[src/rtl/addsub_pkg.sv]
// Shared types for the pipelined add/sub/accumulate unit: op encoding,
// flagged result record and the saturation-limit helper.
package addsub_pkg;

    localparam int MAX_W = 64;

    typedef enum logic [1:0] {
        ADD = 2'd0,
        SUB = 2'd1,
        ACC = 2'd2,
        CLR = 2'd3
    } op_t;

    typedef struct packed {
        logic [MAX_W-1:0] result;
        logic             carry;
        logic             overflow;
    } res_t;

    // Clamp value for an n-bit result; neg selects the low limit.
    function automatic logic [MAX_W-1:0] sat_value(input logic is_signed,
                                                   input logic neg,
                                                   input int   n);
        logic [MAX_W-1:0] mask;
        mask = {MAX_W{1'b1}} >> (MAX_W - n);
        if (is_signed) begin
            sat_value = neg ? (~(mask >> 1) & mask) : (mask >> 1);
        end else begin
            sat_value = neg ? '0 : mask;
        end
    endfunction

endpackage

[src/rtl/addsub_core.sv]
// Combinational N+1-bit add/subtract with carry/borrow and overflow flags,
// followed by the optional saturation mux. ACC uses the accumulator as left operand.
module addsub_core
    import addsub_pkg::*;
#(
    parameter int N      = 32,
    parameter bit SAT_EN = 1'b1
) (
    input  op_t          op_i,
    input  logic         is_signed_i,
    input  logic         sat_i,
    input  logic [N-1:0] a_i,
    input  logic [N-1:0] b_i,
    input  logic [N-1:0] acc_i,
    output logic [N-1:0] result_o,
    output logic         carry_o,
    output logic         overflow_o
);

    logic [N-1:0] x;
    logic [N-1:0] y;
    logic [N:0]   wide;
    logic         is_sub;
    logic         sgn_ovf;
    logic         ovf;

    always_comb begin
        x       = (op_i == ACC) ? acc_i : a_i;
        y       = (op_i == ACC) ? a_i   : b_i;
        is_sub  = (op_i == SUB);
        // Bit N is the carry for add and the borrow (x < y) for subtract.
        wide    = is_sub ? ({1'b0, x} - {1'b0, y}) : ({1'b0, x} + {1'b0, y});
        sgn_ovf = (is_sub ? (x[N-1] != y[N-1]) : (x[N-1] == y[N-1]))
                  && (wide[N-1] != x[N-1]);
        ovf     = is_signed_i ? sgn_ovf : wide[N];

        result_o   = wide[N-1:0];
        carry_o    = wide[N];
        overflow_o = ovf;

        if (SAT_EN && sat_i && ovf) begin
            result_o = N'(sat_value(is_signed_i, is_signed_i ? x[N-1] : is_sub, N));
        end

        if (op_i == CLR) begin
            result_o   = '0;
            carry_o    = 1'b0;
            overflow_o = 1'b0;
        end
    end

endmodule

[src/rtl/addsub_acc_pipe.sv]
// Pipelined add/sub/accumulate unit: stage 1 computes, later stages delay; latency STAGES.
// One global enable (!out_valid | out_ready) advances or freezes every stage and in_ready.
module addsub_acc_pipe
    import addsub_pkg::*;
#(
    parameter int N      = 32,
    parameter int STAGES = 2,
    parameter bit SAT_EN = 1'b1
) (
    input  logic         clk,
    input  logic         rst,
    input  logic         in_valid,
    output logic         in_ready,
    input  op_t          op,
    input  logic         is_signed,
    input  logic         sat,
    input  logic [N-1:0] a,
    input  logic [N-1:0] b,
    output logic         out_valid,
    input  logic         out_ready,
    output logic [N-1:0] result,
    output logic         carry,
    output logic         overflow
);

    if (STAGES < 1 || STAGES > 4) begin : g_bad_stages
        $fatal(1, "addsub_acc_pipe: STAGES must be 1..4");
    end
    if (N < 2 || N > MAX_W) begin : g_bad_width
        $fatal(1, "addsub_acc_pipe: N must be 2..64");
    end

    typedef struct packed {
        logic [N-1:0] result;
        logic         carry;
        logic         overflow;
    } beat_t;

    logic [STAGES-1:0] valid_q, valid_d;
    beat_t             pay_q [STAGES];
    beat_t             pay_d [STAGES];
    logic [N-1:0]      acc_q, acc_d;
    beat_t             core_res;
    logic              en;
    logic              accept;

    addsub_core #(.N(N), .SAT_EN(SAT_EN)) u_core (
        .op_i        (op),
        .is_signed_i (is_signed),
        .sat_i       (sat),
        .a_i         (a),
        .b_i         (b),
        .acc_i       (acc_q),
        .result_o    (core_res.result),
        .carry_o     (core_res.carry),
        .overflow_o  (core_res.overflow)
    );

    always_comb begin
        en      = !valid_q[STAGES-1] || out_ready;
        accept  = in_valid && en;
        valid_d = valid_q;
        pay_d   = pay_q;
        acc_d   = acc_q;
        if (en) begin
            valid_d[0] = in_valid;
            if (accept) begin
                pay_d[0] = core_res;
            end
            for (int i = 1; i < STAGES; i++) begin
                valid_d[i] = valid_q[i-1];
                pay_d[i]   = pay_q[i-1];
            end
        end
        // The accumulator follows accepted beats only, so a held beat never double-counts.
        if (accept && (op == ACC || op == CLR)) begin
            acc_d = core_res.result;
        end
    end

    always_ff @(posedge clk or posedge rst) begin
        if (rst) begin
            valid_q <= '0;
            acc_q   <= '0;
            for (int i = 0; i < STAGES; i++) begin
                pay_q[i] <= '0;
            end
        end else begin
            valid_q <= valid_d;
            acc_q   <= acc_d;
            pay_q   <= pay_d;
        end
    end

    assign in_ready  = en;
    assign out_valid = valid_q[STAGES-1];
    assign result    = pay_q[STAGES-1].result;
    assign carry     = pay_q[STAGES-1].carry;
    assign overflow  = pay_q[STAGES-1].overflow;

endmodule

[config.mk]
export PLATFORM = sky130hd
export DESIGN_NAME = addsub_acc_pipe
export DESIGN_NICKNAME = d
export VERILOG_FILES = /design/src/rtl/addsub_pkg.sv /design/src/rtl/addsub_core.sv /design/src/rtl/addsub_acc_pipe.sv
export SDC_FILE = /design/constraint.sdc
export NUM_CORES = 1
export LEC_CHECK = 0
export CORE_MARGIN = 5
export CORE_UTILIZATION = 45
export CTS_CLUSTER_DIAMETER = 120
export CTS_CLUSTER_SIZE = 40
export DETAILED_ROUTE_END_ITERATION = 10
export PLACE_DENSITY_LB_ADDON = 0.15
export SLEW_MARGIN = 20
export SYNTH_ARGS = -nofsm -noshare
export SYNTH_HDL_FRONTEND = slang
export SYNTH_HIERARCHICAL = 1
export SYNTH_SLANG_ARGS = --single-unit
[constraint.sdc]
create_clock -name clk -period 5 [get_ports clk]
set_input_delay 0.5 -clock clk [delete_from_list [all_inputs] [get_ports clk]]
set_output_delay 0.5 -clock clk [all_outputs]
set_load 0.03 [all_outputs]
### After elaboration in Yosys (flattened, before gate mapping)

Index checks and enable logic that the tools add are counted.

* flip-flop bits (word level): 102
* input bits: 72
* output and inout bits: 36
* logic and storage cells: 37

* $add $sub $neg: 2
* eq/ne operators: 6
* mux-type cells: 13
* reductions and logical operators: 8

Operator list (number)
* two-way mux 32 bit: 7
* adder 32 x 32 -> 33 bit: 1
* two-way mux 33 bit: 1
* subtractor 32 x 32 -> 33 bit: 1
* two-way mux 1 bit: 5
* equality test 2 bit, second input constant: 2
* logical AND 1 bit: 4
* equality test 2 x 1 -> 1 bit, second input constant: 1
* logical OR 1 bit: 2
* != test 1 bit: 2
* AND reduction 2 bit: 1
* equality test 1 bit: 1
* logical NOT 1 bit: 1

### Logic depth before layout (Yosys ltp)

Gate-level depths: netlist of run 1.

* depth in word-level cells: 10
* depth in mapped cells: 30
* gate-level depth less buffers: 21

### Hierarchy

The synthesis of run 1 kept the hierarchy.

Modules (own cells, without submodules)
* addsub_core: times used 1, cells an instance 789, area each 4809.6 sq um, seq. area each 0.0 sq um
* addsub_acc_pipe: times used 1, cells an instance 325, area each 4209.0 sq um, seq. area each 2552.4 sq um

### Least setup slack after synthesis of run 1

OpenSTA, ideal clock, no wires.

* path type: input port to flip-flop
* start: input port op[1]
* end: register pay_q[46] (netlist name)
* library setup time: 0.127 ns
* arrival: 6.897 ns
* data required time: 4.873 ns
* slack: -2.025 ns
* stages on the path: 29
* path buffers: 8
* cells stage by stage: buf_4 nor2b_1 buf_2 clkbuf_1 clkbuf_1 buf_1 clkbuf_1 mux2i_1 ha_1 nor2b_1 nand3_2 or4_1 clkbuf_1 or2_2 o31ai_1 a22oi_1 xor2_1 ha_1 a21oi_1 o21ai_0 a311oi_1 a211oi_1 a21o_1 o21a_1 a211o_1 o211a_4 buf_6 o21a_1 mux2_1

RTL lines
* from (decl): RTL line addsub_acc_pipe.sv:14 `input op_t op,`
* to (signal assigned): RTL line addsub_acc_pipe.sv:91 `pay_q <= pay_d;`
* to (decl): RTL line addsub_acc_pipe.sv:40 `beat_t pay_q [STAGES];`

==> flow_summary.html, run 1 <==
<table>
<tr><th>Metric</th><th>Value</th></tr>
<tr><th colspan="2">Cells and area</th></tr>
<tr><td>Utilization after layout</td><td>0.639</td></tr>
<tr><td>Ant diodes</td><td>0</td></tr>
<tr><td>Ratio of cells with drive above 1 in the final layout</td><td>0.293</td></tr>
<tr><td>Layout overhead on the synthesized area</td><td>38.7%</td></tr>
<tr><td>Final nets</td><td>1492</td></tr>
<tr><td>Area of all placed cells without fillers</td><td>12500 um2</td></tr>
<tr><td>Filler-free cell count of the finished design</td><td>1656</td></tr>
<tr><th colspan="2">Power</th></tr>
<tr><td>Leakage power total</td><td>5.81 nW</td></tr>
<tr><td>Pwr/cell area</td><td>386 nW/um2</td></tr>
<tr><td>Overall power after layout</td><td>4.83 mW</td></tr>
<tr><td>IR Drop Worst-Case VDD</td><td>0.189 mV</td></tr>
<tr><th colspan="2">Floorplan</th></tr>
<tr><td>Overall die area</td><td>23000 um2</td></tr>
<tr><td>Effective utilization at floorplan</td><td>0.460</td></tr>
<tr><td>Top-Level Pins</td><td>108</td></tr>
<tr><td>Height of the die</td><td>152 um</td></tr>
<tr><td>Area of the core</td><td>19600 um2</td></tr>
<tr><td>X dimension of the die</td><td>152 um</td></tr>
<tr><td>Std-Cell Rows</td><td>51</td></tr>
<tr><th colspan="2">Worst setup path</th></tr>
<tr><td>Slowest cell on crit path</td><td>sky130_fd_sc_hd__or4_4</td></tr>
<tr><td>Data arrival time at the worst-slack endpoint</td><td>5.44 ns</td></tr>
<tr><td>Startpoint Class</td><td>primary input</td></tr>
<tr><td>Setup Crit Path Kind</td><td>primary input to flip-flop</td></tr>
<tr><td>Largest stage delay, worst path</td><td>0.45 ns</td></tr>
<tr><td>Critical Path RT</td><td>5.23 ns</td></tr>
<tr><td>Cell chain of the critical path</td><td>buf_8 &gt; nor2b_4 &gt; buf_12 &gt; mux2i_4 &gt; ha_4 &gt; nor2b_4 &gt; nand3_2 &gt; or4_4 &gt; or2_4 &gt; o31ai_4 &gt; a22oi_2 &gt; xor2_1 &gt; ha_1 &gt; a21oi_2 &gt; o21ai_2 &gt; a311oi_2 &gt; nand3_1 &gt; o211ai_1 &gt; nor2_2 &gt; a211o_1 &gt; o211a_4 &gt; clkbuf_16 &gt; o21a_1 &gt; mux2_2</td></tr>
<tr><td>Kind of end point of the critical path</td><td>flip-flop</td></tr>
<tr><td>Count of cells along the worst register-to-register path</td><td>15</td></tr>
<tr><td>Maximum fanout along the worst path</td><td>7</td></tr>
<tr><td>Most frequent cell on the critical path</td><td>sky130_fd_sc_hd__nor2b_4</td></tr>
<tr><th colspan="2">Global routing</th></tr>
<tr><td>Vias in the first global route</td><td>8429</td></tr>
<tr><td>Antenna violations before repair</td><td>1</td></tr>
<tr><td>Largest net degree at the start of global routing</td><td>66</td></tr>
<tr><td>Leftover overflow at the end of global routing</td><td>0</td></tr>
<tr><td>Overall fraction of global-route tracks in use</td><td>0.238</td></tr>
<tr><td>First-pass GRT wire length</td><td>43700 um</td></tr>
<tr><th colspan="2">Placement</th></tr>
<tr><td>Pre-CTS worst setup slack</td><td>-0.831 ns</td></tr>
<tr><td>Instance area after placement</td><td>11700 um2</td></tr>
<tr><td>Final estimated routing congestion in global placement</td><td>0.922</td></tr>
<tr><td>Port Buffers</td><td>107</td></tr>
<tr><td>Post-Place Cells</td><td>1625</td></tr>
<tr><td>Final HPWL DP</td><td>21200 um</td></tr>
<tr><th colspan="2">Logic synthesis</th></tr>
<tr><td>Synthesized Nets</td><td>1220</td></tr>
<tr><td>Part of the Yosys area used for sequential elements</td><td>0.283</td></tr>
<tr><td>Number of flops mapped to enable cells by yosys</td><td>0</td></tr>
<tr><td>Biggest area contributors in the synthesized netlist</td><td>sky130_fd_sc_hd__dfrtp_1 28%, sky130_fd_sc_hd__nand2_1 10%, sky130_fd_sc_hd__mux2_4 5.0%</td></tr>
<tr><td>#FFs+latches synth</td><td>102</td></tr>
<tr><td>Number of library cell types mapped by synthesis</td><td>69</td></tr>
<tr><td>Per-instance average area after synthesis</td><td>8.10 um2</td></tr>
<tr><td>Synth Cell Area</td><td>9020 um2</td></tr>
<tr><td>Number of warning messages in the yosys log</td><td>6</td></tr>
<tr><td>Synth top cells by count</td><td>244 x sky130_fd_sc_hd__nand2_1, 102 x sky130_fd_sc_hd__dfrtp_1, 82 x sky130_fd_sc_hd__nor2_1</td></tr>
<tr><td>Main flop type after synthesis</td><td>sky130_fd_sc_hd__dfrtp_1</td></tr>
<tr><td>Share of flip-flops with an asynchronous set or reset after synthesis</td><td>1.00</td></tr>
<tr><td>Library cell occupying the most area in the post-synthesis netlist</td><td>sky130_fd_sc_hd__dfrtp_1</td></tr>
<tr><td>Count of mapped cells out of synthesis</td><td>1114</td></tr>
<tr><td>Yosys top cell area share</td><td>0.283</td></tr>
<tr><td>Most numerous cell in the Yosys netlist</td><td>sky130_fd_sc_hd__nand2_1</td></tr>
<tr><th colspan="2">STA</th></tr>
<tr><td>Worst-case setup margin in the final layout</td><td>-0.203 ns</td></tr>
<tr><td>Count of endpoints failing hold in the final timing report</td><td>0</td></tr>
<tr><td>Worst hold slack across all endpoints</td><td>0.464 ns</td></tr>
<tr><td>Setup repair after global routing missed its margin</td><td>true</td></tr>
<tr><td>Maximum operating frequency</td><td>192 MHz</td></tr>
<tr><td>Worst slew pin tran</td><td>0.791 ns</td></tr>
<tr><td>Final critical-path required period</td><td>5.20 ns</td></tr>
<tr><td>Final setup violation count</td><td>62</td></tr>
<tr><td>Max-Slew Margin vs Limit</td><td>0.473</td></tr>
<tr><td>Setup TNS</td><td>-10.26 ns</td></tr>
<tr><td>Final slew viol count</td><td>0</td></tr>
<tr><td>Clock Skews</td><td>0.0192 ns</td></tr>
<tr><td>Post-route clock period utilization</td><td>1.04</td></tr>
<tr><th colspan="2">Outcome</th></tr>
<tr><td>Status</td><td>complete, but fails checks</td></tr>
<tr><td>Failing checks</td><td>negative setup slack</td></tr>
<tr><th colspan="2">Route</th></tr>
<tr><td>Routed Wire Length</td><td>27600 um</td></tr>
<tr><td>Post-DR wirelength/cell</td><td>16.7 um</td></tr>
<tr><td>Starting DRC count in detailed routing</td><td>546</td></tr>
<tr><td>Number of design rule violations left after detail routing</td><td>0</td></tr>
<tr><td>Via density</td><td>5.36</td></tr>
<tr><td>Detailed-router iteration count before antenna repair</td><td>5</td></tr>
<tr><td>DRT antenna net count</td><td>0</td></tr>
<tr><td>Total via count in the routed design</td><td>8880</td></tr>
<tr><th colspan="2">Clocking</th></tr>
<tr><td>Cell at the root of the clock tree</td><td>sky130_fd_sc_hd__clkbuf_16</td></tr>
<tr><td>Number of hold-repair buffers added at the cts stage</td><td>0</td></tr>
<tr><td>Clock-pin slew on the worst setup and hold paths</td><td>0.06 ns</td></tr>
<tr><td>Clock Latency Late Sink</td><td>0.36 ns</td></tr>
<tr><td>Maximum level of the CTS H-tree</td><td>3</td></tr>
<tr><td>Number of CTS-inserted buffers</td><td>9</td></tr>
<tr><td>Total clock sinks</td><td>102</td></tr>
<tr><td>Clock tree from TritonCTS</td><td>yes</td></tr>
<tr><td>CTS Buffer Depth</td><td>2</td></tr>
<tr><th colspan="2">Hold path</th></tr>
<tr><td>Path type of the worst min-delay path</td><td>flip-flop to flip-flop</td></tr>
<tr><td>Cell depth of the worst min-delay path</td><td>2</td></tr>
<tr><th colspan="2">Run</th></tr>
<tr><td>Max cap viols</td><td>0</td></tr>
</table>
## registers in the layout (all words and copies together) (netlist names)
register	cells
acc_q	32
carry	1
overflow	1
pay_q	34
result	32
valid_q	2
## final timing paths
| check | endpoint | slack, ns | from |
|---|---|---|---|
| max | pay_q[57] | -0.20 | op[0] |
| min | result[8] | 0.46 | result[8] |
| max reg2reg | pay_q[57] | 1.24 | acc_q[1] |
| min reg2reg | result[8] | 0.46 | result[8] |
| max in group asynchronous | result[19] | 3.36 | rst |
| min in group asynchronous | result[1] | 0.66 | rst |
## where the power goes
group          internal (mW)  total, mW  switching (mW)
clock network          0.345      0.672           0.327
logic                   1.37       2.68            1.30
registers               1.22       1.48           0.268
## cell usage in the layout (no fill, tap or decap), types with 11 or more instances in the layout
cell type / instances
sky130_fd_sc_hd__nor3_1: 22
sky130_fd_sc_hd__ha_1: 30
sky130_fd_sc_hd__o21ai_0: 46
sky130_fd_sc_hd__buf_4: 239
sky130_fd_sc_hd__mux2_2: 30
sky130_fd_sc_hd__dfrtp_1: 102
sky130_fd_sc_hd__and3_1: 11
sky130_fd_sc_hd__or3_1: 16
sky130_fd_sc_hd__clkdlybuf4s50_1: 94
sky130_fd_sc_hd__maj3_1: 21
sky130_fd_sc_hd__inv_1: 24
sky130_fd_sc_hd__nor2_1: 74
sky130_fd_sc_hd__mux2_4: 35
sky130_fd_sc_hd__nand2_1: 243
sky130_fd_sc_hd__o31a_1: 11
sky130_fd_sc_hd__clkbuf_16: 11
sky130_fd_sc_hd__xor2_1: 15
sky130_fd_sc_hd__mux2i_1: 30
sky130_fd_sc_hd__o21a_1: 46
sky130_fd_sc_hd__a21oi_1: 56
sky130_fd_sc_hd__xnor2_1: 13
## repair_timing
| action | 4_1_cts | 5_1_grt |
|---|---|---|
| pin swaps | 15 | 35 |
| gates cloned | 0 | 3 |
| setup endpoints to repair | 66 | 66 |
| setup buffers | 9 | 4 |
| gates resized for setup | 39 | 52 |
| endpoints found under the hold margin | 0 | 0 |
## layout make-up
class,count,area (um2)
Inverter,26,100
Fill cell,1732,7080
Clock buffer,9,225
Sequential cell,102,2550
Tap cell,265,332
Timing Repair Buffer,358,3080
Multi-Input combinational cell,889,6170
Clock inverter,7,57.6
## critical path: cells and delay by family
| family | cells | cell delay [ns] |
|---|---|---|
| XOR/XNOR | 1 | 0.17 |
| AO/OA/AOI/OAI | 9 | 1.89 |
| adder cells (fa/ha/maj) | 2 | 0.53 |
| buffers and inverters | 3 | 0.43 |
| AND/OR/NAND/NOR | 7 | 1.37 |
| multiplexers | 2 | 0.51 |
## layer usage
metal | global-route usage | up-vias | wire length [um]
li1 | - | 4421 | -
met1 | 0.376 | 4180 | 14000
met2 | 0.343 | 251 | 11700
met3 | 0.0324 | 26 | 1560
met4 | 0.0521 | 2 | 341
met5 | 0 | - | 13
## cells by family after synthesis
kind of cell / share of synthesized area
flops: 0.283
simple gates: 0.216
compound gates: 0.186
fa+ha+maj: 0.0724
mux: 0.137
xor+xnor: 0.0290
buf+inv: 0.0755
No activity file was read; power rests on OpenSTA's default activity.
==> inputs of run 2 (changes only) <==
clock period = 5.9 ns   (was 5 ns; I/O delays follow)
==> run 2 against run 1 <==
The run now ends clean. Critical path depth decreased by 4. Sequential power decreased by 16%. Wire length decreased by 7.3%. Clock skew decreased by 0.0067 ns. Hold slack about the same. Clock power decreased by 9.8%. First-iteration DRC count increased by 15%. Utilization decreased by 8.5 points. Combinational power decreased by 27%. Largest cell class unchanged.
==> flow_summary.html, run 2 (synthesis results as in run 1) <==
<table>
<tr><th>Metric</th><th>Value</th></tr>
<tr><th colspan="2">Outcome</th></tr>
<tr><td>Status</td><td>finished clean (was complete, but fails checks)</td></tr>
<tr><th colspan="2">Power</th></tr>
<tr><td>IR Drop Worst-Case VDD</td><td>0.148 mV (was 0.189 mV)</td></tr>
<tr><td>Pwr/cell area</td><td>349 nW/um2 (was 386 nW/um2)</td></tr>
<tr><td>Leakage power total</td><td>4.85 nW (was 5.81 nW)</td></tr>
<tr><td>Overall power after layout</td><td>3.79 mW (was 4.83 mW)</td></tr>
<tr><th colspan="2">Global routing</th></tr>
<tr><td>Antenna violations before repair</td><td>1 (unchanged)</td></tr>
<tr><td>Overall fraction of global-route tracks in use</td><td>0.222 (was 0.238)</td></tr>
<tr><td>First-pass GRT wire length</td><td>41100 um (was 43700 um)</td></tr>
<tr><td>Leftover overflow at the end of global routing</td><td>0 (unchanged)</td></tr>
<tr><td>Largest net degree at the start of global routing</td><td>69 (was 66)</td></tr>
<tr><td>Vias in the first global route</td><td>7751 (was 8429)</td></tr>
<tr><th colspan="2">Placement</th></tr>
<tr><td>Port Buffers</td><td>107 (unchanged)</td></tr>
<tr><td>Final HPWL DP</td><td>19200 um (was 21200 um)</td></tr>
<tr><td>Final estimated routing congestion in global placement</td><td>0.943 (was 0.922)</td></tr>
<tr><th colspan="2">Clocking</th></tr>
<tr><td>Setup Fix Bufs, Post-CTS</td><td>0 (was 9)</td></tr>
<tr><td>Clock tree from TritonCTS</td><td>yes (unchanged)</td></tr>
<tr><td>Number of CTS-inserted buffers</td><td>9 (unchanged)</td></tr>
<tr><td>CTS Buffer Depth</td><td>2 (unchanged)</td></tr>
<tr><td>Number of hold-repair buffers added at the cts stage</td><td>0 (unchanged)</td></tr>
<tr><td>Resize count post-CTS</td><td>0 (was 39)</td></tr>
<tr><td>Cell at the root of the clock tree</td><td>sky130_fd_sc_hd__clkbuf_16 (unchanged)</td></tr>
<tr><td>Total clock sinks</td><td>102 (unchanged)</td></tr>
<tr><td>Maximum level of the CTS H-tree</td><td>3 (unchanged)</td></tr>
<tr><td>Clock Latency Late Sink</td><td>0.34 ns (was 0.36 ns)</td></tr>
<tr><td>Clock-pin slew on the worst setup and hold paths</td><td>0.07 ns (was 0.06 ns)</td></tr>
<tr><th colspan="2">Worst setup path</th></tr>
<tr><td>Most frequent cell on the critical path</td><td>sky130_fd_sc_hd__nand2_1 (was sky130_fd_sc_hd__nor2b_4)</td></tr>
<tr><td>Count of cells along the worst register-to-register path</td><td>13 (was 15)</td></tr>
<tr><td>Critical Path RT</td><td>6.18 ns (was 5.23 ns)</td></tr>
<tr><td>Data arrival time at the worst-slack endpoint</td><td>5.93 ns (was 5.44 ns)</td></tr>
<tr><td>Cell chain of the critical path</td><td>clkdlybuf4s50_1 &gt; or3_1 &gt; a211oi_4 &gt; nand2_1 &gt; nor2_1 &gt; nand2_1 &gt; maj3_1 &gt; o211ai_1 &gt; ha_1 &gt; a211oi_1 &gt; o21ai_0 &gt; a221oi_1 &gt; buf_4 &gt; nor3_1 &gt; a21oi_1 &gt; a31oi_1 &gt; xnor2_2 &gt; o211a_2 &gt; o21a_1 &gt; mux2_2 (was buf_8 &gt; nor2b_4 &gt; buf_12 &gt; mux2i_4 &gt; ha_4 &gt; nor2b_4 &gt; nand3_2 &gt; or4_4 &gt; or2_4 &gt; o31ai_4 &gt; a22oi_2 &gt; xor2_1 &gt; ha_1 &gt; a21oi_2 &gt; o21ai_2 &gt; a311oi_2 &gt; nand3_1 &gt; o211ai_1 &gt; nor2_2 &gt; a211o_1 &gt; o211a_4 &gt; clkbuf_16 &gt; o21a_1 &gt; mux2_2)</td></tr>
<tr><td>Maximum fanout along the worst path</td><td>15 (was 7)</td></tr>
<tr><td>Largest stage delay, worst path</td><td>0.51 ns (was 0.45 ns)</td></tr>
<tr><td>Slowest cell on crit path</td><td>sky130_fd_sc_hd__o211a_2 (was sky130_fd_sc_hd__or4_4)</td></tr>
<tr><td>Register-to-register path setup slack</td><td>1.99 ns (was 1.24 ns)</td></tr>
<tr><td>Startpoint Class</td><td>primary input (unchanged)</td></tr>
<tr><td>Capturing point of the worst reg2reg path</td><td>pay_q[66] (was pay_q[57])</td></tr>
<tr><td>Setup Crit Path Kind</td><td>primary input to flip-flop (unchanged)</td></tr>
<tr><td>Kind of end point of the critical path</td><td>flip-flop (unchanged)</td></tr>
<tr><td>Critical R2R Launch</td><td>acc_q[1] (unchanged)</td></tr>
<tr><th colspan="2">STA</th></tr>
<tr><td>Max-Slew Margin vs Limit</td><td>0.445 (was 0.473)</td></tr>
<tr><td>Final setup violation count</td><td>0 (was 62)</td></tr>
<tr><td>Final critical-path required period</td><td>5.64 ns</td></tr>
<tr><td>Post-route clock period utilization</td><td>0.957</td></tr>
<tr><td>Setup TNS</td><td>0 ns (was -10.26 ns)</td></tr>
<tr><td>Worst slew pin tran</td><td>0.833 ns (was 0.791 ns)</td></tr>
<tr><td>Final slew viol count</td><td>0 (unchanged)</td></tr>
<tr><td>Maximum operating frequency</td><td>177 MHz</td></tr>
<tr><td>Setup repair after global routing missed its margin</td><td>false (was true)</td></tr>
<tr><td>Clock Skews</td><td>0.0125 ns (was 0.0192 ns)</td></tr>
<tr><td>Count of endpoints failing hold in the final timing report</td><td>0 (unchanged)</td></tr>
<tr><th colspan="2">Floorplan</th></tr>
<tr><td>Height of the die</td><td>152 um (unchanged)</td></tr>
<tr><td>Top-Level Pins</td><td>108 (unchanged)</td></tr>
<tr><td>X dimension of the die</td><td>152 um (unchanged)</td></tr>
<tr><td>Overall die area</td><td>23000 um2 (unchanged)</td></tr>
<tr><td>Effective utilization at floorplan</td><td>0.460 (unchanged)</td></tr>
<tr><td>Std-Cell Rows</td><td>51 (unchanged)</td></tr>
<tr><td>Area of the core</td><td>19600 um2 (unchanged)</td></tr>
<tr><th colspan="2">Route</th></tr>
<tr><td>Number of design rule violations left after detail routing</td><td>0 (unchanged)</td></tr>
<tr><td>Routed Wire Length</td><td>25600 um (was 27600 um)</td></tr>
<tr><td>Via density</td><td>5.61 (was 5.36)</td></tr>
<tr><td>DRT antenna net count</td><td>0 (unchanged)</td></tr>
<tr><td>Starting DRC count in detailed routing</td><td>628 (was 546)</td></tr>
<tr><td>Post-DR wirelength/cell</td><td>17.2 um (was 16.7 um)</td></tr>
<tr><td>Total via count in the routed design</td><td>8342 (was 8880)</td></tr>
<tr><td>Detailed-router iteration count before antenna repair</td><td>5 (unchanged)</td></tr>
<tr><th colspan="2">Cells and area</th></tr>
<tr><td>Leading cell types in the layout, fill and taps excluded</td><td>244 x sky130_fd_sc_hd__nand2_1, 105 x sky130_fd_sc_hd__clkdlybuf4s50_1, 102 x sky130_fd_sc_hd__dfrtp_1, 82 x sky130_fd_sc_hd__nor2_1, 77 x sky130_fd_sc_hd__buf_4 (was 243 x sky130_fd_sc_hd__nand2_1, 239 x sky130_fd_sc_hd__buf_4, 102 x sky130_fd_sc_hd__dfrtp_1, 94 x sky130_fd_sc_hd__clkdlybuf4s50_1, 74 x sky130_fd_sc_hd__nor2_1)</td></tr>
<tr><td>Max reg flops</td><td>34 (unchanged)</td></tr>
<tr><td>Layout overhead on the synthesized area</td><td>20.3% (was 38.7%)</td></tr>
<tr><td>Largest reg by FF count</td><td>pay_q (unchanged)</td></tr>
<tr><td>Final nets</td><td>1323 (was 1492)</td></tr>
<tr><td>Ratio of cells with drive above 1 in the final layout</td><td>0.151 (was 0.293)</td></tr>
<tr><td>Commonest non-fill, non-tap cell in the layout</td><td>sky130_fd_sc_hd__nand2_1 (unchanged)</td></tr>
<tr><th colspan="2">Hold path</th></tr>
<tr><td>Cell depth of the worst min-delay path</td><td>2 (unchanged)</td></tr>
<tr><td>Hold endpoint</td><td>result[29] (was result[8])</td></tr>
<tr><td>Hold path startpoint</td><td>result[29] (was result[8])</td></tr>
<tr><td>Path type of the worst min-delay path</td><td>flip-flop to flip-flop (unchanged)</td></tr>
<tr><th colspan="2">Run</th></tr>
<tr><td>Max cap viols</td><td>0 (unchanged)</td></tr>
</table>
[run 2: cell type report]
type | count | area (um2)
Inverter | 26 | 100
Fill cell | 1876 | 8740
Sequential cell | 102 | 2550
Timing Repair Buffer | 188 | 1720
Tap cell | 265 | 332
Antenna cell | 1 | 2.50
Clock buffer | 12 | 246
Clock inverter | 4 | 52.6
Multi-Input combinational cell | 890 | 5850
[run 2: how the worst max path moves through the flow]
| stage | startpoint | end | slack [ns] | cells after the start |
|---|---|---|---|---|
| finish | b[9] | pay_q[49] | 0.26 | 20 |
| global route | b[9] | acc_q[30] | 0.05 | 20 |
| CTS | b[9] | acc_q[30] | 0.33 | 20 |
| detailed placement | b[9] | acc_q[30] | -0.01 | 20 |
| global placement | b[9] | acc_q[30] | 0.06 | 20 |
| floorplan | op[1] | pay_q[46] | -0.05 | 29 |
[run 2: metal layers]
layer	part of all wire	GRT usage
met4	0.0097	0.0386
met1	0.51	0.353
met2	0.41	0.315
met3	0.073	0.0399
met5	0	0
[run 2: where the power goes]
group | internal, mW | switching (mW)
Sequential | 1.03 | 0.206
Combinational | 0.933 | 1.02
Clock | 0.344 | 0.262
Total | 2.31 | 1.48
[run 2: worst max-delay path: cells and delay by family]
kind	cells	cell delay, ns
compound gates	9	2.52
simple gates	5	0.91
fa+ha+maj	2	0.71
buf+inv	2	0.66
xor+xnor	1	0.42
mux	1	0.15
[run 2: through the flow]
step	cells	worst slack (ns)	utilization	instance area (um2)	hold WS, ns
global placement	1470	0.0567	0.538	10500	0.446
detailed placement	1470	-0.0106	0.538	10500	0.451
finish	1488	0.255	0.554	10900	0.464
global route	1487	0.0454	0.554	10800	0.494
CTS	1486	0.329	0.553	10800	0.465
floorplan	1114	-0.0512	-	9110	0.435
==> inputs of run 3 (changes only) <==
GPL_ROUTABILITY_DRIVEN = 0   (was default)
==> run 3 against run 2 <==
Hold slack gained 0.00063 ns. Utilization grew 0.12 points. Count of clock-buffer cells in the layout shrank 2. Die area is the same. Via count shrank 1.9%. Final cell count grew 0.54%. Combinational power is essentially flat. Critical path depth is the same. Register-to-register slack gained 0.02 ns. Worst setup slack gained 0.069 ns. Clock skew is essentially flat. Highest routed layer unchanged.
==> flow_summary.html, run 3 (synthesis results as in run 1) <==
<table>
<tr><th>Metric</th><th>Value</th></tr>
<tr><th colspan="2">Outcome</th></tr>
<tr><td>Status</td><td>finished clean (unchanged)</td></tr>
<tr><th colspan="2">Floorplan</th></tr>
<tr><td>Top-Level Pins</td><td>108 (unchanged)</td></tr>
<tr><td>Effective utilization at floorplan</td><td>0.460 (unchanged)</td></tr>
<tr><td>Overall die area</td><td>23000 um2 (unchanged)</td></tr>
<tr><td>Std-Cell Rows</td><td>51 (unchanged)</td></tr>
<tr><td>Height of the die</td><td>152 um (unchanged)</td></tr>
<tr><td>Area of the core</td><td>19600 um2 (unchanged)</td></tr>
<tr><td>X dimension of the die</td><td>152 um (unchanged)</td></tr>
<tr><th colspan="2">Worst setup path</th></tr>
<tr><td>Data arrival time at the worst-slack endpoint</td><td>5.82 ns (was 5.93 ns)</td></tr>
<tr><td>Kind of end point of the critical path</td><td>flip-flop (unchanged)</td></tr>
<tr><td>Startpoint Class</td><td>primary input (unchanged)</td></tr>
<tr><td>Maximum fanout along the worst path</td><td>31 (was 15)</td></tr>
<tr><td>Critical R2R Launch</td><td>acc_q[1] (unchanged)</td></tr>
<tr><td>Capturing point of the worst reg2reg path</td><td>acc_q[30] (was pay_q[66])</td></tr>
<tr><td>Critical Path RT</td><td>6.14 ns (was 6.18 ns)</td></tr>
<tr><td>Register-to-register path setup slack</td><td>2.01 ns (was 1.99 ns)</td></tr>
<tr><td>Setup Crit Path Kind</td><td>primary input to flip-flop (unchanged)</td></tr>
<tr><td>Count of cells along the worst register-to-register path</td><td>13 (unchanged)</td></tr>
<tr><th colspan="2">Cells and area</th></tr>
<tr><td>Largest reg by FF count</td><td>pay_q (unchanged)</td></tr>
<tr><td>Commonest non-fill, non-tap cell in the layout</td><td>sky130_fd_sc_hd__nand2_1 (unchanged)</td></tr>
<tr><td>Layout overhead on the synthesized area</td><td>20.6% (was 20.3%)</td></tr>
<tr><td>Ant diodes</td><td>0 (was 1)</td></tr>
<tr><td>Utilization after layout</td><td>0.555 (was 0.554)</td></tr>
<tr><td>Filler-free cell count of the finished design</td><td>1496 (was 1488)</td></tr>
<tr><td>Leading cell types in the layout, fill and taps excluded</td><td>244 x sky130_fd_sc_hd__nand2_1, 105 x sky130_fd_sc_hd__clkdlybuf4s50_1, 102 x sky130_fd_sc_hd__dfrtp_1, 89 x sky130_fd_sc_hd__buf_4, 82 x sky130_fd_sc_hd__nor2_1 (was 244 x sky130_fd_sc_hd__nand2_1, 105 x sky130_fd_sc_hd__clkdlybuf4s50_1, 102 x sky130_fd_sc_hd__dfrtp_1, 82 x sky130_fd_sc_hd__nor2_1, 77 x sky130_fd_sc_hd__buf_4)</td></tr>
<tr><td>Max reg flops</td><td>34 (unchanged)</td></tr>
<tr><td>Final nets</td><td>1332 (was 1323)</td></tr>
<tr><td>Ratio of cells with drive above 1 in the final layout</td><td>0.159 (was 0.151)</td></tr>
<tr><th colspan="2">STA</th></tr>
<tr><td>Final critical-path required period</td><td>5.58 ns (was 5.64 ns)</td></tr>
<tr><td>Maximum operating frequency</td><td>179 MHz (was 177 MHz)</td></tr>
<tr><td>Clock Skews</td><td>0.0125 ns (about the same)</td></tr>
<tr><td>Final slew viol count</td><td>0 (unchanged)</td></tr>
<tr><td>Max-Slew Margin vs Limit</td><td>0.361 (was 0.445)</td></tr>
<tr><td>Worst slew pin tran</td><td>0.958 ns (was 0.833 ns)</td></tr>
<tr><td>Setup repair after global routing missed its margin</td><td>false (unchanged)</td></tr>
<tr><td>Count of endpoints failing hold in the final timing report</td><td>0 (unchanged)</td></tr>
<tr><td>Worst-case setup margin in the final layout</td><td>0.324 ns (was 0.255 ns)</td></tr>
<tr><td>Final setup violation count</td><td>0 (unchanged)</td></tr>
<tr><td>Post-route clock period utilization</td><td>0.945 (was 0.957)</td></tr>
<tr><td>Setup TNS</td><td>0 ns (unchanged)</td></tr>
<tr><th colspan="2">Placement</th></tr>
<tr><td>Post-Place Cells</td><td>1480 (was 1470)</td></tr>
<tr><td>Pre-CTS worst setup slack</td><td>0.0122 ns (was -0.0106 ns)</td></tr>
<tr><td>Port Buffers</td><td>107 (unchanged)</td></tr>
<tr><td>Final HPWL DP</td><td>19200 um (about the same)</td></tr>
<tr><th colspan="2">Hold path</th></tr>
<tr><td>Cell depth of the worst min-delay path</td><td>2 (unchanged)</td></tr>
<tr><td>Hold path startpoint</td><td>result[25] (was result[29])</td></tr>
<tr><td>Path type of the worst min-delay path</td><td>flip-flop to flip-flop (unchanged)</td></tr>
<tr><td>Hold endpoint</td><td>result[25] (was result[29])</td></tr>
<tr><th colspan="2">Route</th></tr>
<tr><td>Detailed-router iteration count before antenna repair</td><td>5 (unchanged)</td></tr>
<tr><td>Number of design rule violations left after detail routing</td><td>0 (unchanged)</td></tr>
<tr><td>DRT antenna net count</td><td>0 (unchanged)</td></tr>
<tr><td>Total via count in the routed design</td><td>8184 (was 8342)</td></tr>
<tr><td>Starting DRC count in detailed routing</td><td>708 (was 628)</td></tr>
<tr><td>Via density</td><td>5.47 (was 5.61)</td></tr>
<tr><td>Post-DR wirelength/cell</td><td>16.8 um (was 17.2 um)</td></tr>
<tr><td>Routed Wire Length</td><td>25100 um (was 25600 um)</td></tr>
<tr><th colspan="2">Clocking</th></tr>
<tr><td>Number of hold-repair buffers added at the cts stage</td><td>0 (unchanged)</td></tr>
<tr><td>Setup Fix Bufs, Post-CTS</td><td>0 (unchanged)</td></tr>
<tr><td>CTS Buffer Depth</td><td>2 (unchanged)</td></tr>
<tr><td>Clock tree from TritonCTS</td><td>yes (unchanged)</td></tr>
<tr><td>Total clock sinks</td><td>102 (unchanged)</td></tr>
<tr><td>Number of CTS-inserted buffers</td><td>9 (unchanged)</td></tr>
<tr><td>Maximum level of the CTS H-tree</td><td>3 (unchanged)</td></tr>
<tr><td>Resize count post-CTS</td><td>0 (unchanged)</td></tr>
<tr><td>Cell at the root of the clock tree</td><td>sky130_fd_sc_hd__clkbuf_16 (unchanged)</td></tr>
<tr><td>Clock Latency Late Sink</td><td>0.35 ns (was 0.34 ns)</td></tr>
<tr><td>Clock-pin slew on the worst setup and hold paths</td><td>0.08 ns (was 0.07 ns)</td></tr>
<tr><th colspan="2">Global routing</th></tr>
<tr><td>Overall fraction of global-route tracks in use</td><td>0.222 (about the same)</td></tr>
<tr><td>Leftover overflow at the end of global routing</td><td>0 (unchanged)</td></tr>
<tr><td>Vias in the first global route</td><td>7842 (was 7751)</td></tr>
<tr><td>Largest net degree at the start of global routing</td><td>76 (was 69)</td></tr>
<tr><td>First-pass GRT wire length</td><td>40900 um (was 41100 um)</td></tr>
<tr><td>Antenna violations before repair</td><td>0 (was 1)</td></tr>
<tr><th colspan="2">Power</th></tr>
<tr><td>IR Drop Worst-Case VDD</td><td>0.139 mV (was 0.148 mV)</td></tr>
<tr><td>Overall power after layout</td><td>3.76 mW (was 3.79 mW)</td></tr>
<tr><td>Pwr/cell area</td><td>346 nW/um2 (was 349 nW/um2)</td></tr>
<tr><td>Leakage power total</td><td>4.88 nW (was 4.85 nW)</td></tr>
<tr><th colspan="2">Run</th></tr>
<tr><td>Max cap viols</td><td>0 (unchanged)</td></tr>
</table>
==> run 3: changes by cell type in the layout (fill, tap and decap cells not counted), sizes merged <==
cell,previous run,this run
buf,83,93
bufinv,1,0
clkbuf,12,10
clkinvlp,0,3
diode,1,0
o211a,2,1
==> run 3: cell type report <==
class,count,area [um2]
sequential,102,2550
multi-input combinational,889,5830
timing repair buffer,198,1770
fill,1901,8720
clock inverter,6,53.8
inverter,26,100
clock buffer,10,239
tap,265,332
==> run 3: routing by layer <==
metal	wire length, um	GRT usage
met1	13300	0.361
met2	10100	0.311
met3	1490	0.0253
met4	223	0.0490
met5	0	0
==> run 3: how the worst max path moves through the flow <==
stage	start	endpoint	slack, ns	cells after the start
global placement	b[10]	acc_q[30]	0.06	20
finish	b[9]	acc_q[30]	0.32	20
CTS	b[10]	acc_q[30]	0.37	20
floorplan	op[1]	pay_q[46]	-0.05	29
detailed placement	b[10]	acc_q[30]	0.01	20
global route	b[9]	pay_q[66]	0.006	21
==> run 3: power breakdown <==
| group | switching, mW | leakage, nW | internal (mW) |
|---|---|---|---|
| combinational | 1.01 | 3.50 | 0.936 |
| clock | 0.286 | 0.135 | 0.305 |
| sequential | 0.193 | 1.24 | 1.03 |
==> run 3: stage by stage <==
| step | hold WS [ns] | instance area, um2 |
|---|---|---|
| detailed placement | 0.453 | 10600 |
| global route | 0.481 | 10900 |
| floorplan | 0.435 | 9110 |
| CTS | 0.472 | 10900 |
| global placement | 0.445 | 10600 |
| finish | 0.465 | 10900 |
==> run 3: worst max-delay path: stages <==
cell and delay [ns]:
sky130_fd_sc_hd__clkdlybuf4s50_1 0.47, sky130_fd_sc_hd__or3_1 0.38, sky130_fd_sc_hd__a211oi_2 0.37, sky130_fd_sc_hd__nand3_2 0.13, sky130_fd_sc_hd__or4_1 0.47, sky130_fd_sc_hd__or2_4 0.30
sky130_fd_sc_hd__o31ai_1 0.25, sky130_fd_sc_hd__a22oi_1 0.14, sky130_fd_sc_hd__xor2_1 0.18, sky130_fd_sc_hd__ha_1 0.34, sky130_fd_sc_hd__a21oi_1 0.13, sky130_fd_sc_hd__o21ai_1 0.12
sky130_fd_sc_hd__a311oi_2 0.35, sky130_fd_sc_hd__nand3_1 0.12, sky130_fd_sc_hd__o211ai_1 0.26, sky130_fd_sc_hd__nor2_1 0.09, sky130_fd_sc_hd__a211o_1 0.30, sky130_fd_sc_hd__o211a_4 0.27
sky130_fd_sc_hd__o31a_1 0.30, sky130_fd_sc_hd__mux2_2 0.26
